[src/rtl/uart_tx_fifo.sv]
// UART transmitter fed by a small synchronous FIFO.
// Frame: start, DATA_BITS data (LSB first), optional parity, one or two stop bits.
module uart_tx_fifo #(
    parameter int CLOCK_FREQ = 125_000_000,
    parameter int BAUD_RATE  = 115_200,
    parameter int DATA_BITS  = 8,
    parameter int FIFO_DEPTH = 8
) (
    input  logic                          clk,
    input  logic                          reset,
    input  logic [7:0]                    data_in,
    input  logic                          data_in_valid,
    output logic                          data_in_ready,
    input  logic [1:0]                    parity_mode,
    input  logic                          two_stop,
    output logic                          serial_out,
    output logic                          tx_busy,
    output logic [$clog2(FIFO_DEPTH):0]   fifo_count
);

    localparam int P  = CLOCK_FREQ / BAUD_RATE;
    localparam int AW = $clog2(FIFO_DEPTH);
    localparam int BW = (P > 1) ? $clog2(P) : 1;
    localparam int IW = $clog2(DATA_BITS);

    localparam logic [BW-1:0] BIT_LAST  = BW'(P - 1);
    localparam logic [IW-1:0] DATA_LAST = IW'(DATA_BITS - 1);
    localparam logic [AW:0]   FULL      = (AW + 1)'(FIFO_DEPTH);

    typedef enum logic [2:0] {
        IDLE,
        START,
        DATA,
        PARITY,
        STOP
    } state_t;

    state_t                 state;
    logic [DATA_BITS-1:0]   mem [FIFO_DEPTH];
    logic [AW-1:0]          rd_ptr;
    logic [AW-1:0]          wr_ptr;
    logic [BW-1:0]          bit_cnt;
    logic [IW-1:0]          bit_idx;
    logic [DATA_BITS-1:0]   shift;
    logic                   stop_idx;
    logic                   par_en;
    logic                   par_bit;
    logic                   two_stop_r;

    logic                   push;
    logic                   pop;
    logic                   bit_end;
    logic [DATA_BITS-1:0]   head;

    always_comb begin
        data_in_ready = (fifo_count != FULL);
        push          = data_in_valid && data_in_ready;
        pop           = (state == IDLE) && (fifo_count != '0);
        bit_end       = (bit_cnt == BIT_LAST);
        head          = mem[rd_ptr];
    end

    always_ff @(posedge clk) begin
        if (push && !reset) begin
            mem[wr_ptr] <= data_in[DATA_BITS-1:0];
        end
    end

    always_ff @(posedge clk) begin
        if (reset) begin
            rd_ptr     <= '0;
            wr_ptr     <= '0;
            fifo_count <= '0;
        end else begin
            if (push) begin
                wr_ptr <= wr_ptr + AW'(1);
            end
            if (pop) begin
                rd_ptr <= rd_ptr + AW'(1);
            end
            case ({push, pop})
                2'b10:   fifo_count <= fifo_count + (AW + 1)'(1);
                2'b01:   fifo_count <= fifo_count - (AW + 1)'(1);
                default: fifo_count <= fifo_count;
            endcase
        end
    end

    // Frame settings are latched at the pop edge so mid-frame input changes only affect later frames.
    always_ff @(posedge clk) begin
        if (reset) begin
            state      <= IDLE;
            serial_out <= 1'b1;
            tx_busy    <= 1'b0;
            bit_cnt    <= '0;
            bit_idx    <= '0;
            shift      <= '0;
            stop_idx   <= 1'b0;
            par_en     <= 1'b0;
            par_bit    <= 1'b0;
            two_stop_r <= 1'b0;
        end else begin
            if (state != IDLE) begin
                bit_cnt <= bit_end ? '0 : bit_cnt + BW'(1);
            end
            case (state)
                IDLE: begin
                    if (pop) begin
                        shift      <= head;
                        par_en     <= parity_mode[0] ^ parity_mode[1];
                        par_bit    <= (^head) ^ parity_mode[1];
                        two_stop_r <= two_stop;
                        bit_cnt    <= '0;
                        serial_out <= 1'b0;
                        tx_busy    <= 1'b1;
                        state      <= START;
                    end
                end
                START: begin
                    if (bit_end) begin
                        serial_out <= shift[0];
                        shift      <= shift >> 1;
                        bit_idx    <= '0;
                        state      <= DATA;
                    end
                end
                DATA: begin
                    if (bit_end) begin
                        if (bit_idx == DATA_LAST) begin
                            stop_idx <= 1'b0;
                            if (par_en) begin
                                serial_out <= par_bit;
                                state      <= PARITY;
                            end else begin
                                serial_out <= 1'b1;
                                state      <= STOP;
                            end
                        end else begin
                            serial_out <= shift[0];
                            shift      <= shift >> 1;
                            bit_idx    <= bit_idx + IW'(1);
                        end
                    end
                end
                PARITY: begin
                    if (bit_end) begin
                        serial_out <= 1'b1;
                        stop_idx   <= 1'b0;
                        state      <= STOP;
                    end
                end
                STOP: begin
                    if (bit_end) begin
                        if (two_stop_r && !stop_idx) begin
                            stop_idx <= 1'b1;
                        end else begin
                            tx_busy <= 1'b0;
                            state   <= IDLE;
                        end
                    end
                end
                default: begin
                    state      <= IDLE;
                    serial_out <= 1'b1;
                    tx_busy    <= 1'b0;
                    bit_cnt    <= '0;
                end
            endcase
        end
    end

endmodule

[config.mk]
export PLATFORM = sky130hd
export DESIGN_NAME = uart_tx_fifo
export DESIGN_NICKNAME = d
export VERILOG_FILES = /design/src/rtl/uart_tx_fifo.sv
export SDC_FILE = /design/constraint.sdc
export NUM_CORES = 1
export LEC_CHECK = 0
export ABC_AREA = 1
export CAP_MARGIN = 10
export CELL_PAD_IN_SITES_DETAIL_PLACEMENT = 0
export CELL_PAD_IN_SITES_GLOBAL_PLACEMENT = 2
export CORE_ASPECT_RATIO = 1.2
export CORE_MARGIN = 5
export CORE_UTILIZATION = 40
export DETAILED_ROUTE_END_ITERATION = 8
export DONT_BUFFER_PORTS = 1
export PLACE_DENSITY_LB_ADDON = 0.1
export SLEW_MARGIN = 5
export SYNTH_ARGS = -nofsm -noshare
export SYNTH_HDL_FRONTEND = slang
export SYNTH_SLANG_ARGS = --single-unit
[constraint.sdc]
create_clock -name clk -period 3.1 [get_ports clk]
set_clock_uncertainty 0.15 [all_clocks]
set_input_delay 0.775 -clock clk [delete_from_list [all_inputs] [get_ports clk]]
set_output_delay 0.775 -clock clk [all_outputs]
set_load 0.1 [all_outputs]
=== Word-level counts from Yosys, hierarchy flattened ===
Memories as Yosys holds them, arrays and structs flattened. A register that Yosys moved wholly into a read port is not among the register bits.
Cells that the tools add are included.

* Memories: 1
* Logic and storage cells: 109
* Output and inout bits: 7
* Bits in writable memories: 64
* Register bits after elaboration: 41
* Input bits: 14

{| class="wikitable"
|+ Memory list
! memory !! words !! width !! read ports !! clocked after memory_dff !! wr ports !! RTL line !! text
|-
| mem || 8 || 8 || 1 || 1 || 1 || 39 || <nowiki>logic [DATA_BITS-1:0] mem [FIFO_DEPTH];</nowiki>
|}

* Bitwise gates (word level): 4
* $add $sub $neg: 6
* Reductions and logical operators: 23
* Equal/unequal tests: 18
* Multiplexer cells: 44

{| class="wikitable"
|+ Operator list
! operator !! number
|-
| two-way mux 3 bit || 13
|-
| two-way mux 11 bit || 3
|-
| two-way mux 8 bit || 4
|-
| one-hot mux 8 bit (3 select lines) || 1
|-
| one-hot mux 11 bit (2 select lines) || 1
|-
| != test 2 bit, second input constant || 9
|-
| two-way mux 1 bit || 16
|-
| one-hot mux 3 bit (5 select lines) || 1
|-
| adder 11 x 1 -> 11 bit, second input constant || 1
|-
| == test 11 bit, second input constant || 1
|-
| AND reduction 5 bit || 2
|-
| adder 3 x 1 -> 3 bit, second input constant || 3
|-
| nonzero test 3 bit || 3
|-
| one-hot mux 4 bit (2 select lines) || 1
|-
| AND reduction 4 bit || 2
|-
| parity 8 bit || 1
|-
| AND reduction 7 bit || 1
|-
| == test 3 x 2 -> 1 bit, second input constant || 2
|-
| == test 3 bit, second input constant || 2
|-
| one-hot mux 1 bit (3 select lines) || 2
|-
| one-hot mux 3 bit (2 select lines) || 1
|-
| AND reduction 6 bit || 1
|-
| one-hot mux 1 bit (5 select lines) || 1
|-
| adder 4 x 1 -> 4 bit, second input constant || 1
|-
| 15 further kinds || 22
|}

=== Depth between registers and ports, before layout ===
Gate-level depths: netlist of run 1.

* Depth in word-level cells: 5
* Depth in mapped cells: 18

=== Worst setup path before layout of run 1 ===
OpenSTA, ideal clock, no wires.

* Path type: flip-flop to flip-flop
* Start: reg fifo_count[3]
* End: reg fifo_count[3]
* Path slack: -0.761 ns
* Setup time: 0.123 ns
* Cell stages (with the launch flop): 13
* Required time: 2.827 ns
* Data arrival time: 3.589 ns
* Path buffers: 0
* Cell sequence: dfxtp_1 > nand3_1 > nand2_1 > ha_1 > ha_1 > nand2_1 > nor2_1 > a211oi_1 > nor2_1 > nor2_1 > nand2_1 > o21ai_0 > a21oi_1

* Cells in the longest elaborated chain, start to end: 4
* Elaborated cells on any way between the ends: 10

{| class="wikitable"
|+ RTL lines
! what !! RTL line !! text
|-
| start: declaration || 18 || <nowiki>output logic [$clog2(FIFO_DEPTH):0] fifo_count</nowiki>
|-
| start signal: assignment || 82 || <nowiki>2'b10: fifo_count <= fifo_count + (AW + 1)'(1);</nowiki>
|-
| start signal: assignment || 83 || <nowiki>2'b01: fifo_count <= fifo_count - (AW + 1)'(1);</nowiki>
|-
| start signal: assignment || 84 || <nowiki>default: fifo_count <= fifo_count;</nowiki>
|-
| != test 4 bit * || 56 || <nowiki>data_in_ready = (fifo_count != FULL);</nowiki>
|-
| named net data_in_ready || 13 || <nowiki>output logic data_in_ready,</nowiki>
|-
| logical AND 1 bit * || 57 || <nowiki>push = data_in_valid && data_in_ready;</nowiki>
|-
| == test 2 x 1 -> 1 bit or == test 2 bit (tied branches) || 81 || <nowiki>case ({push, pop})</nowiki>
|-
| one-hot mux 4 bit (2 select lines) or nonzero test 2 bit (tied branches) || n/a ||
|}

Mark *: on every way through the listed nets, which the timed path passes. The rest lies on a longest branch.
A chain may end at the register's enable or synchronous reset.

=== Worst setup path after layout of run 1 ===
* Start: reg state[0]
* End: reg fifo_count[3]

* Cells in the longest elaborated chain, start to end: 4
* Elaborated cells on any way between the ends: 6

{| class="wikitable"
|+ RTL lines
! what !! RTL line !! text
|-
| start: declaration || 38 || <nowiki>state_t state;</nowiki>
|-
| start signal: assignment || 92 || <nowiki>state <= IDLE;</nowiki>
|-
| start signal: assignment || 116 || <nowiki>state <= START;</nowiki>
|-
| start signal: assignment || 124 || <nowiki>state <= DATA;</nowiki>
|-
| zero test 3 bit * || 58 || <nowiki>pop = (state == IDLE) && (fifo_count != '0);</nowiki>
|-
| logical AND 1 bit * || 58 ||
|-
| named net pop || 51 || <nowiki>logic pop;</nowiki>
|-
| == test 2 x 1 -> 1 bit or == test 2 bit (tied branches) || 81 ||
|-
| one-hot mux 4 bit (2 select lines) or nonzero test 2 bit (tied branches) || n/a ||
|}

Marked as above.

==> results of run 1 <==
## registers in the layout, indices dropped and copies added, names as in the netlist, 3 cells and up, named ones only
signal      flops
mem            64
bit_cnt        11
shift           8
fifo_count      4
bit_idx         3
rd_ptr          3
state           3
wr_ptr          3
## critical path, delay by kind of cell, from the launching register on
kind	cells	cell delay [ns]
flip-flops	1	0.43
AND/OR/NAND/NOR	8	0.60
AO/OA/AOI/OAI	3	0.42
buffers and inverters	2	0.35
adder cells (fa/ha/maj)	2	0.66
## Yosys cell counts, drive strengths merged
master / n / area (sq um)
o22ai: 3 / 18.8
fa: 1 / 20.0
edfxtp: 64 / 1920
o211a: 1 / 10.0
nor3b: 4 / 35.0
o21ai: 41 / 209
clkinv: 1 / 3.75
nor2: 71 / 287
a211oi: 2 / 15.0
a21oi: 36 / 191
nor3: 12 / 91.3
nand4: 2 / 18.8
dfxtp: 44 / 881
clkbuf: 3 / 11.3
o2111ai: 1 / 15.0
inv: 72 / 273
o211ai: 6 / 45.0
nand2: 149 / 562
nand3: 36 / 198
ha: 9 / 113
a31oi: 1 / 6.26
xor2: 2 / 17.5
xnor2: 3 / 26.3
a211o: 1 / 8.76
o31ai: 2 / 15.0
buf: 14 / 123
## worst max path at each step
| stage | from | endpoint | slack, ns | cells after the start |
|---|---|---|---|---|
| after detailed placement | state[0] | fifo_count[3] | 0.37 | 15 |
| after global routing | state[0] | fifo_count[3] | 0.01 | 15 |
| after global placement | state[0] | fifo_count[3] | 0.45 | 15 |
| final | state[0] | fifo_count[3] | 0.37 | 15 |
| after CTS | state[0] | fifo_count[3] | 0.38 | 15 |
| after floorplan | fifo_count[2] | fifo_count[3] | 0.07 | 13 |
## cell families (layout without fill, tap and decap cells)
logic type,Yosys count,count (layout),synth area share
compound gates,94,94,0.104
xor+xnor,5,5,0.00856
fa+ha+maj,10,10,0.0259
buf+inv,90,109,0.0802
flops,108,108,0.548
simple gates,274,274,0.233
## cell type report
cell class	count	area share
well taps	164	0.0364
flip-flops and latches	108	0.498
multi-input cells	383	0.338
clock inverters	7	0.0115
clock buffers	9	0.0400
repair buffers	20	0.0266
inverters	73	0.0491
## power by group
part | leakage [nW] | total (mW) | switching, mW | internal, mW
Clock | 0.141 | 1.13 | 0.565 | 0.568
Combinational | 1.22 | 2.01 | 1.39 | 0.622
Sequential | 0.940 | 1.86 | 0.179 | 1.68
## layer usage
metal	global-route usage	wire, microns	up-vias
li1	-	-	1944
met1	0.178	4900	1730
met2	0.294	5940	32
met3	0.0311	321	6
met4	0.0407	96	0
met5	0	0	-
==> metrics, run 1 <==
share of cells above drive strength 1 0.120; clock sinks between 100 and 150; Pleak approximately 2.3 nW; #FFs+latches synth between 100 and 150; min-delay src shift[6]; r2r setup slk 0.37 ns; Hold Path Cell Cnt 2; critical path, cell by cell nor2_1 > inv_2 > nor2_4 > nand2_1 > clkinv_1 > ha_1 > ha_1 > nand2_1 > nor2_1 > a211oi_1 > nor2_1 > nor2_1 > nand2_1 > o21ai_0 > a21oi_1; syn_area_per_cell approximately 8.8 sq um; Clock Tree Buf Depth 2; Placed Area around 0.0053 sq mm; RSZ-0062 raised after global routing no; maxcap violations 0; RePlAce Congestion 0.769; post-synthesis cell type count 42; # DRC 0; Ys Warns 0; Multi-input gate area between 0.0015 and 0.002 sq mm; setup bufs post-CTS 0; Placed Cells approximately 750; Via density slightly below 5; final core utilization 0.447; crit end category register; Total Routing Usage GR 0.156; hold path endpoint shift[6]; Slew @ Worst Pin 0.973 ns; CP most frequent cell nor2_1; grt ovf 0; mapped cell area 0.00511 sq mm; DRT antenna net count 0; post-DP HPWL ~8000 microns; number of global-route vias before repair approximately 3,700; initial drt markers approximately 140; Final Slew Violations 0; Critical R2R Capture fifo_count[3]; critical path's slowest cell dfxtp_1; status finished clean; CTS Buf Count 9; Skew-Pair Late Insertion Delay approximately 0.35 ns; PD cells a little under 900 mW/mm^2; initial core utilization 0.406; total power between 5 and 6 mW; pre-CTS WS 0.375 ns; site row count 45; Worst setup SP type register; post-DR wirelength/cell about 15 microns; Hold Path Class register to register; number of hold buffers added after CTS 0; Fin Setup TNS 0 ns; global-route wire length before repair 18,500 microns; Clock Tree Root clkbuf_16; n_diodes 0; largest net degree at the start of global routing 32; initial antenna violation count 0; Final Hold Fails 0; Clock transition at path regs about 0.080 ns; most common cell after layout, fill and taps aside nand2_1; syn nets ~610; worst r2r src state[0]; final instance area approximately 0.0056 sq mm; Max H-tree Level 3; f_max 367 MHz; via count roughly 3,700; r2r worst-path depth 15; Tcrit/Tclk final 0.879; register area share after synthesis 0.548; CP max FO 10; slowest cell delay on critical path 0.43 ns; I/O pin count 21; cells after synthesis approximately 580; core box area about 0.013 sq mm; most frequent cells in the layout nand2_1, nor2_1, edfxtp_1; Critical Path AT between 2 and 3 ns; port bufs 0; fin cells between 700 and 800; final hold slack between 0.3 and 0.4 ns; Final Critical Period between 2 and 3 ns; maximum VDD drop 0.564 mV; Die W about 110 microns; die area ~0.015 sq mm; Fillers around 1,300; area occupied by registers roughly 0.0028 sq mm; TritonCTS clock tree done; critical path class register to register; worst relative slew slack 0.351; CP required 3.19 ns; Detailed Routing Iterations Pass 1 4; final wirelength ~11,000 microns; # setup viols final 0; final worst slack 0.375 ns; nets ~620; Area Overhead vs Synth 10.2%; chip height 134 microns; number of gates resized after cts 0
Power figures use the tool's default switching activity.
==> run 2: changes to the inputs <==
--- a/config.mk
+++ b/config.mk
@@ -14,6 +14,7 @@
 export CORE_UTILIZATION = 40
 export DETAILED_ROUTE_END_ITERATION = 8
 export DONT_BUFFER_PORTS = 1
+export GPL_TIMING_DRIVEN = 0
 export PLACE_DENSITY_LB_ADDON = 0.1
 export SLEW_MARGIN = 5
 export SYNTH_ARGS = -nofsm -noshare
==> run 2 against run 1 <==
Effect of this change: sequential share of layout area decreased by 0.54 points; global-route usage increased by 0.80 points; cell count increased by 0.13%; die area unchanged; core utilization increased by 0.65 points; register-to-register slack got worse by 0.18 ns; combinational power decreased by 3%; total power increased by 2.9%; worst hold slack improved by 0.0052 ns; critical path depth decreased by 2.
==> metrics, run 2 (synthesized netlist as in run 1, its figures left out) <==
core box area 0.0126 sq mm (unchanged); Total Routing Usage GR 0.164 (+0.00798); Clk network pwr share 0.231 (+0.005); initial core utilization 0.406 (unchanged); f_max 345 MHz (-6.1%); CP top delay family simple AND/OR/NAND/NOR gates; CP max FO 7 (-3); Area Overhead vs Synth 11.8%; post-DP HPWL 8730 microns (+9.6%); clock sinks 108 (unchanged); port bufs 0 (unchanged); Reg power frac 0.394 (+0.022); RePlAce Congestion 0.753 (-2.2%); fin cells 765 (+0.13%); worst relative slew slack 0.321 (-0.0298); CTS Buf Count 9 (unchanged); Clock Tree Buf Depth 2 (unchanged); Clock Tree Root clkbuf_16; critical path's slowest cell dfxtp_4; met3 usage 0.0257 (-0.00542); n_diodes 0 (unchanged); CP required 3.19 ns (about the same); cell-internal power 3.00 mW (+4.4%); grt ovf 0 (unchanged); critical path class register to register; Via density 4.91 (+0.97%); Worst setup SP type register; share of cells above drive strength 1 0.130 (+0.00978); final core utilization 0.453 (+0.00655); Clock transition at path regs 0.07 ns (about the same); Multi-input gate area 0.00194 sq mm (+1.8%); DRT antenna net count 0 (unchanged); Hold Path Class register to register; Final Hold Fails 0 (unchanged); met2 usage 0.292 (-0.00198); global-route wire length before repair 19,300 microns (+4.6%); nets 620 (+0.16%); area occupied by registers 0.00282 sq mm (+0.36%); site row count 45 (unchanged); post-DR wirelength/cell 15.5 microns (+5.0%); final wirelength 11,800 microns (+5.2%); Regs by FF count mem: 64 flops, bit_cnt: 11 flops, shift: 8 flops; status finished clean; via count 3,753 (+1.1%); chip height 134 microns (unchanged); Reg with most FFs mem; Fillers 1,260 (+0.32%); Placed Cells 749 (+0.13%); initial antenna violation count 0 (unchanged); critical path, cell by cell inv_1 > nand3_4 > nand2_1 > ha_1 > ha_1 > nand2_1 > nor2_1 > a211oi_1 > nor2_1 > nor2_1 > nand2_1 > o21ai_0 > a21oi_1; TritonCTS clock tree done; maxcap violations 0 (unchanged); Gate power share 0.376 (-0.026); die area 0.0152 sq mm (unchanged); most frequent cells in the layout nand2_1, edfxtp_1, nor2_1; Pleak 2.32 nW (+0.86%); Final Slew Violations 0 (unchanged); Slew @ Worst Pin 1.02 ns (+0.0423 ns); buffer and inverter count on the worst path 1 (-1); max reg flops 64 (unchanged); Die W 113 microns (unchanged); largest net degree at the start of global routing 20 (-38%); Detailed Routing Iterations Pass 1 4 (unchanged); RSZ-0062 raised after global routing no; busiest grt layer met2; initial drt markers 199 (+46%); crit end category register; met1 global-route usage 0.197 (+0.0189); maximum VDD drop 0.342 mV (-39%); # setup viols final 0 (unchanged); number of global-route vias before repair 3,739 (+1.4%); most common cell after layout, fill and taps aside nand2_1; PD cells 901 mW/mm^2 (+1.4%); Skew-Pair Late Insertion Delay 0.35 ns (about the same); Critical Path AT 2.99 ns (+0.18 ns); I/O pin count 21 (unchanged); # DRC 0 (unchanged); switch share 0.418 (-0.00835); P_sw 2.16 mW (+0.91%); Tcrit/Tclk final 0.936 (+0.0569); Max H-tree Level 3 (unchanged); Final Critical Period 2.90 ns (+0.176 ns); slowest cell delay on critical path 0.55 ns (+0.12 ns)
## run 2: area by class of cell
| cell class | count | share of cell area |
|---|---|---|
| timing repair buffer | 4 | 0.00591 |
| tap | 164 | 0.0359 |
| clock buffer | 9 | 0.0394 |
| sequential | 108 | 0.493 |
| clock inverter | 7 | 0.0147 |
| buffer | 17 | 0.0234 |
| inverter | 73 | 0.0486 |
| multi-input combinational | 383 | 0.340 |
## run 2: power by group through the flow
stage	Sequential [mW]	Clock, mW	Combinational [mW]
2_1_floorplan	2.01	0	1.50
6_report	2.03	1.19	1.94
4_1_cts	2.02	1.23	1.98
3_5_place_dp	2.05	0	1.95
5_1_grt	2.05	1.28	2.23
3_3_place_gp	2.05	0	1.92
## run 2: metal layers
layer	routed length, microns	part of all wire
met1	5080	0.43
met2	6240	0.53
met3	313	0.026
met4	214	0.018
met5	0	0
## run 2: worst reg2reg max path: stages, from the launching register on
cell	delay (ns)
dfxtp_4	0.55
inv_1	0.16
nand3_4	0.30
nand2_1	0.23
ha_1	0.30
ha_1	0.33
nand2_1	0.07
nor2_1	0.04
a211oi_1	0.25
nor2_1	0.07
nor2_1	0.09
nand2_1	0.07
o21ai_0	0.14
a21oi_1	0.05
## run 2: path summary, 6_finish.rpt
check,start,end,cells past startpoint,slack (ns)
worst max register to register,fifo_count[2],fifo_count[3],13,0.20
worst min-delay path,shift[1],shift[1],2,0.31
worst max-delay path,fifo_count[2],fifo_count[3],13,0.20
worst min register to register,shift[1],shift[1],2,0.31
## run 2: repair_timing
action	CTS	global route
hold buffers	0	0
resized for setup	6	3
endpoints found under the setup margin	33	25
setup buffers	0	0
## run 2: stage by stage
stage               total power, mW  hold WS (ns)  area (sq um)  setup slack [ns]  TNS (ns)
finish                         5.15         0.312          5720             0.198         0
detailed placement             4.00         0.304          5380            -0.214     -5.77
global route                   5.56         0.336          5720           0.00692         0
global placement               3.97         0.298          5330            -0.661    -24.40
floorplan                      3.52         0.283          5120            0.0708         0
CTS                            5.23         0.315          5710            0.0222         0
